==> src/rtl/cnn_conv_acc_relu.sv <==
// Conv-layer accumulator: bias-seeded sum of N_TERMS signed products, then
// round-half-up, shift, saturate and ReLU into a single valid/ready output register.
module cnn_conv_acc_relu #(
  parameter int PROD_W  = 24,
  parameter int ACC_W   = 32,
  parameter int N_TERMS = 9,
  parameter int BIAS_W  = 16,
  parameter int SHIFT   = 8,
  parameter int OUT_W   = 16
) (
  input  logic              ap_clk,
  input  logic              ap_rst,
  input  logic              prod_valid,
  output logic              prod_ready,
  input  logic [PROD_W-1:0] prod_data,
  input  logic [BIAS_W-1:0] bias,
  output logic              out_valid,
  input  logic              out_ready,
  output logic [OUT_W-1:0]  out_data,
  output logic              out_sat,
  output logic              busy
);

  typedef enum logic {ST_ACC, ST_OUT} state_t;

  localparam logic [7:0]              LAST = 8'(N_TERMS - 1);
  localparam logic signed [ACC_W:0]   HALF = {{ACC_W{1'b0}}, 1'b1} << (SHIFT - 1);
  localparam logic signed [ACC_W:0]   MAXP = {{(ACC_W + 2 - OUT_W){1'b0}}, {(OUT_W - 1){1'b1}}};

  state_t                   state;
  logic [7:0]               count;
  logic signed [ACC_W-1:0]  acc;
  logic                     xfer;
  logic signed [ACC_W-1:0]  prod_ext, bias_ext, base, sum;
  logic signed [ACC_W:0]    rnd, r;
  logic [OUT_W-1:0]         res_data;
  logic                     res_sat;

  assign prod_ready = ~out_valid & ~ap_rst;
  assign xfer       = prod_valid & prod_ready;
  assign busy       = (count != '0);

  // Rounding is done one bit wider than the accumulator so the +half cannot wrap.
  always_comb begin
    prod_ext = {{(ACC_W - PROD_W){prod_data[PROD_W-1]}}, prod_data};
    bias_ext = {{(ACC_W - BIAS_W){bias[BIAS_W-1]}}, bias};
    base     = (count == '0) ? (bias_ext <<< SHIFT) : acc;
    sum      = base + prod_ext;
    rnd      = {sum[ACC_W-1], sum} + HALF;
    r        = rnd >>> SHIFT;
    res_data = '0;
    res_sat  = 1'b0;
    if (r > MAXP) begin
      res_data = MAXP[OUT_W-1:0];
      res_sat  = 1'b1;
    end else if (!r[ACC_W]) begin
      res_data = r[OUT_W-1:0];
    end
  end

  always_ff @(posedge ap_clk) begin
    if (ap_rst) begin
      state     <= ST_ACC;
      count     <= '0;
      acc       <= '0;
      out_valid <= 1'b0;
      out_data  <= '0;
      out_sat   <= 1'b0;
    end else begin
      case (state)
        ST_ACC: begin
          if (xfer) begin
            acc <= sum;
            if (count == LAST) begin
              count     <= '0;
              out_data  <= res_data;
              out_sat   <= res_sat;
              out_valid <= 1'b1;
              state     <= ST_OUT;
            end else begin
              count <= count + 8'd1;
            end
          end
        end
        ST_OUT: begin
          if (out_ready) begin
            out_valid <= 1'b0;
            state     <= ST_ACC;
          end
        end
        default: state <= ST_ACC;
      endcase
    end
  end

endmodule

==> config.mk <==
export PLATFORM = sky130hd
export DESIGN_NAME = cnn_conv_acc_relu
export DESIGN_NICKNAME = d
export VERILOG_FILES = /design/src/rtl/cnn_conv_acc_relu.sv
export SDC_FILE = /design/constraint.sdc
export NUM_CORES = 1
export LEC_CHECK = 0
export CAP_MARGIN = 20
export CORE_ASPECT_RATIO = 1.4
export CORE_UTILIZATION = 30
export CTS_CLUSTER_SIZE = 40
export DETAILED_ROUTE_END_ITERATION = 10
export HOLD_SLACK_MARGIN = 0.12
export PLACE_DENSITY_LB_ADDON = 0.08
export SYNTH_ARGS = -nofsm -noshare
export SYNTH_HDL_FRONTEND = slang
export SYNTH_SLANG_ARGS = --single-unit
==> constraint.sdc <==
create_clock -name ap_clk -period 9.7 [get_ports ap_clk]
set_clock_uncertainty 0.2 [all_clocks]
set_input_delay 1.455 -clock ap_clk [delete_from_list [all_inputs] [get_ports ap_clk]]
set_output_delay 1.455 -clock ap_clk [all_outputs]
set_load 0.005 [all_outputs]
==> summary.txt <==
GRT
------------------------------------------------------------------------------
Remaining Overflow, GRT                                                      0
Antenna violations before repair                                             0
GRT Total Usage                                                          0.203
Pin count of the biggest net entering global routing                        44
Vias in the first global route                                           5,456
Wire length of the first global-routing pass                         28,600 um

FLOORPLAN
------------------------------------------------------------------------------
Horizontal die dimension                                                115 um
Die extent in y                                                         160 um
Core region area                                                  17,500 sq um
Total I/O pin count                                                         64
DIE AREA                                                          18,500 sq um
Initial core utilization                                                 0.308
Site row count                                                              57

ROUTE
------------------------------------------------------------------------------
Sum of routed wire length over all layers                            18,000 um
Number of iterations in the first detailed-routing pass                      4
Count of nets left with antenna violations after detail routing              0
DRC violations left                                                          0
Total via count after detailed routing                                   5,461
Average wire per cell in the routed design                             17.5 um
1st-iter DRT viols                                                         248
Via-per-instance ratio                                                    5.33

SYNTH
------------------------------------------------------------------------------
Area share of the leading cell type in the synthesized netlist           0.220
Top cell types by occurrence after synthesis                      sky130_fd_sc_hd__nand2_1 (162), sky130_fd_sc_hd__a21oi_1 (85), sky130_fd_sc_hd__dfxtp_1 (59)
Average cell area after synthesis                                   7.24 sq um
Top cells by area, synth                                          sky130_fd_sc_hd__dfxtp_1 (22%), sky130_fd_sc_hd__nand2_1 (11%), sky130_fd_sc_hd__ha_1 (8.4%)
Predominant post-synthesis flop cell                              sky130_fd_sc_hd__dfxtp_1
Fraction of the yosys area taken by sequential cells                     0.220
Synthesized netlist net count                                              823
Async S/R FF share, synth                                                    0
Cell count after synthesis                                                 742
Cell area after synthesis                                           5370 sq um
Unique cell type count in the Yosys netlist                                 83
#FFs+latches synth                                                          59
Number of flops mapped to enable cells by yosys                              0
Dominant cell type by area after synthesis                        sky130_fd_sc_hd__dfxtp_1
Most instantiated library cell after synthesis                    sky130_fd_sc_hd__nand2_1
Synth Warn #                                                                 0

CLOCKING
------------------------------------------------------------------------------
Post-cts sizing count                                                        0
Cell chosen for the clock root                                    sky130_fd_sc_hd__clkbuf_16
Num Clock Sinks                                                             59
Number of buffers between clock root and the deepest sink                    2
Clock transition at the registers of the reported paths                0.06 ns
Clk_lat worst skew                                                     0.35 ns
Number of buffers created by CTS                                             9
Post-cts hold buffer count                                                   0
Count of H-tree levels built during CTS                                      3
TritonCTS clock tree                                                     built
Post-CTS setup repair buffer count                                           0

LAYOUT
------------------------------------------------------------------------------
Layout overhead on the synthesized area                                  21.1%
Final std cell area, no fill                                        6510 sq um
Fill cell total of the finished layout                                   1,856
Share of cells above drive strength 1                                   0.0798
# nets final                                                               865
Final cell count without fillers                                         1,025
Ant. Diodes                                                                  0

PLACE
------------------------------------------------------------------------------
Cell Count Post-Placement                                                1,007
Routability-driven placement congestion ratio                            0.878
Post-detailed-placement cell area                                   6150 sq um
Port-buffer cells                                                           63
Placed wire-length estimate after detailed placement                 13,900 um

RUN
------------------------------------------------------------------------------
Maxcap violations                                                            0

TIMING
------------------------------------------------------------------------------
Fin crit share                                                           0.649
Final setup violation count                                                  0
Relative slew margins                                                    0.448
Fmax                                                                 0.159 GHz
Count of pins over their slew limit                                          0
Hold Vio Cnt, Final                                                          0
Least-Margin Pin Slew                                                 0.825 ns
Final period demand of the worst path                                  6.30 ns
Unrepaired setup endpoints after global routing                             no
Final setup TNS                                                           0 ns

HOLD PATH
------------------------------------------------------------------------------
Hold Path Stages                                                             2
Endpoint, Worst Hold                                              acc[0]$_SDFFE_PP0P_
Classification of the worst-slack hold path                            reg2reg
Hold Path Origin                                                  acc[0]$_SDFFE_PP0P_

CRITICAL PATH
------------------------------------------------------------------------------
Reg2reg path depth                                                          17
Endpoint of the worst register-to-register path                   out_data[1]$_SDFFE_PP0P_
FF-to-FF setup slack                                                   3.40 ns
Crit start category                                                       flop
Setup CP Type                                                          reg2reg
Launch point of the worst reg-to-reg path                         count[2]$_SDFFE_PP0P_
Arrival time reported for the critical path endpoint                   6.28 ns
Maximum fanout encountered on the critical timing path                      30
Capturing element type of the critical path                               flop
Endpoint required time on the critical path                            9.69 ns

POWER
------------------------------------------------------------------------------
Maximum VDD drop                                                   0.0000720 V
Reported leakage power                                                 2.53 nW
Pwr/cell area                                                      159 nW/um^2

RUN STATUS
------------------------------------------------------------------------------
Run status                                                        finished clean

logic make-up after synthesis:
family          count (synthesis)  share of synthesized area
buf+inv                        51                     0.0438
compound gates                210                      0.268
fa+ha+maj                      37                     0.0875
mux                             3                    0.00559
flops                          59                      0.220
simple gates                  345                      0.314
xor+xnor                       37                     0.0617
layout by cell type, fill, tap and decap left out, types with 4 or more instances in the layout:
master,count
sky130_fd_sc_hd__a211oi_1,11
sky130_fd_sc_hd__a211oi_2,4
sky130_fd_sc_hd__a21o_1,14
sky130_fd_sc_hd__a21oi_1,85
sky130_fd_sc_hd__a311oi_1,4
sky130_fd_sc_hd__a31oi_1,10
sky130_fd_sc_hd__and2_1,16
sky130_fd_sc_hd__and3_1,7
sky130_fd_sc_hd__buf_4,5
sky130_fd_sc_hd__clkbuf_16,9
sky130_fd_sc_hd__clkdlybuf4s50_1,63
sky130_fd_sc_hd__dfxtp_1,59
sky130_fd_sc_hd__ha_1,36
sky130_fd_sc_hd__inv_1,13
sky130_fd_sc_hd__nand2_1,162
sky130_fd_sc_hd__nand2b_1,5
sky130_fd_sc_hd__nand3_1,18
sky130_fd_sc_hd__nand3b_1,6
sky130_fd_sc_hd__nand4_1,14
sky130_fd_sc_hd__nor2_1,50
sky130_fd_sc_hd__nor2b_1,7
sky130_fd_sc_hd__nor3_1,18
sky130_fd_sc_hd__nor4_1,5
sky130_fd_sc_hd__o211ai_1,4
sky130_fd_sc_hd__o21a_1,6
sky130_fd_sc_hd__o21ai_0,17
sky130_fd_sc_hd__o21ai_1,5
sky130_fd_sc_hd__or2_2,6
sky130_fd_sc_hd__or3_1,6
sky130_fd_sc_hd__xnor2_1,23
sky130_fd_sc_hd__xor2_1,13
registers in the layout (all words and copies together) (netlist names):
name	flops
out_data	16
out_valid	1
state	1
out_sat	1
count	8
acc	32
per-layer routing:
layer,routed length [um],GRT usage,vias up
met5,0,0,-
met2,9240,0.372,112
li1,-,-,2756
met1,7290,0.219,2551
met4,915,0.121,0
met3,525,0.0253,42
per-stage QoR:
step	power (mW)	hold slack (ns)	util	setup WS [ns]
floorplan	0.564	0.227	-	4.73
global placement	0.678	0.240	0.352	3.06
detailed placement	0.678	0.246	0.352	2.86
CTS	1.04	0.254	0.371	2.86
global route	1.10	0.278	0.373	2.85
finish	1.04	0.252	0.373	3.40
final cells by class:
cell class                 instances  area (sq um)  share of cell area
tap                              236           295              0.0454
multi-input combinational        632          3960               0.609
sequential                        59          1180               0.181
timing repair buffer              69           696               0.107
clock buffer                       9           225              0.0346
clock inverter                     7           100              0.0154
inverter                          13          48.8             0.00750
where the power goes:
part | switching (mW) | internal, mW | leakage (nW)
clock network | 0.133 | 0.227 | 0.160
registers | 0.00763 | 0.255 | 0.480
logic | 0.259 | 0.155 | 1.89
total | 0.400 | 0.637 | 2.53
critical path: stages (launching register included):
cell and delay [ns]:
sky130_fd_sc_hd__dfxtp_1 0.36, sky130_fd_sc_hd__nor4_1 0.38, sky130_fd_sc_hd__and3b_1 0.76, sky130_fd_sc_hd__inv_1 0.26, sky130_fd_sc_hd__buf_16 0.25, sky130_fd_sc_hd__and2_1 0.18, sky130_fd_sc_hd__ha_1 0.45, sky130_fd_sc_hd__o211ai_1 0.19
sky130_fd_sc_hd__a21oi_4 0.22, sky130_fd_sc_hd__o21ai_2 0.13, sky130_fd_sc_hd__o31ai_4 0.47, sky130_fd_sc_hd__a31oi_1 0.18, sky130_fd_sc_hd__xor2_1 0.68, sky130_fd_sc_hd__nor3_4 0.16, sky130_fd_sc_hd__a211oi_1 0.30, sky130_fd_sc_hd__a41oi_1 0.11
sky130_fd_sc_hd__a211oi_4 0.62, sky130_fd_sc_hd__a41oi_1 0.21
how the worst max path moves through the flow:
stage                          start                        end
5_1_grt        count[2]$_SDFFE_PP0P_   out_data[1]$_SDFFE_PP0P_
4_1_cts        count[2]$_SDFFE_PP0P_       out_sat$_SDFFE_PP0P_
3_5_place_dp   count[2]$_SDFFE_PP0P_   out_data[1]$_SDFFE_PP0P_
6_report       count[2]$_SDFFE_PP0P_   out_data[1]$_SDFFE_PP0P_
3_3_place_gp   count[2]$_SDFFE_PP0P_       out_sat$_SDFFE_PP0P_
2_1_floorplan  count[0]$_SDFFE_PP0P_  out_data[14]$_SDFFE_PP0P_
(Power assumes the default switching activity.)
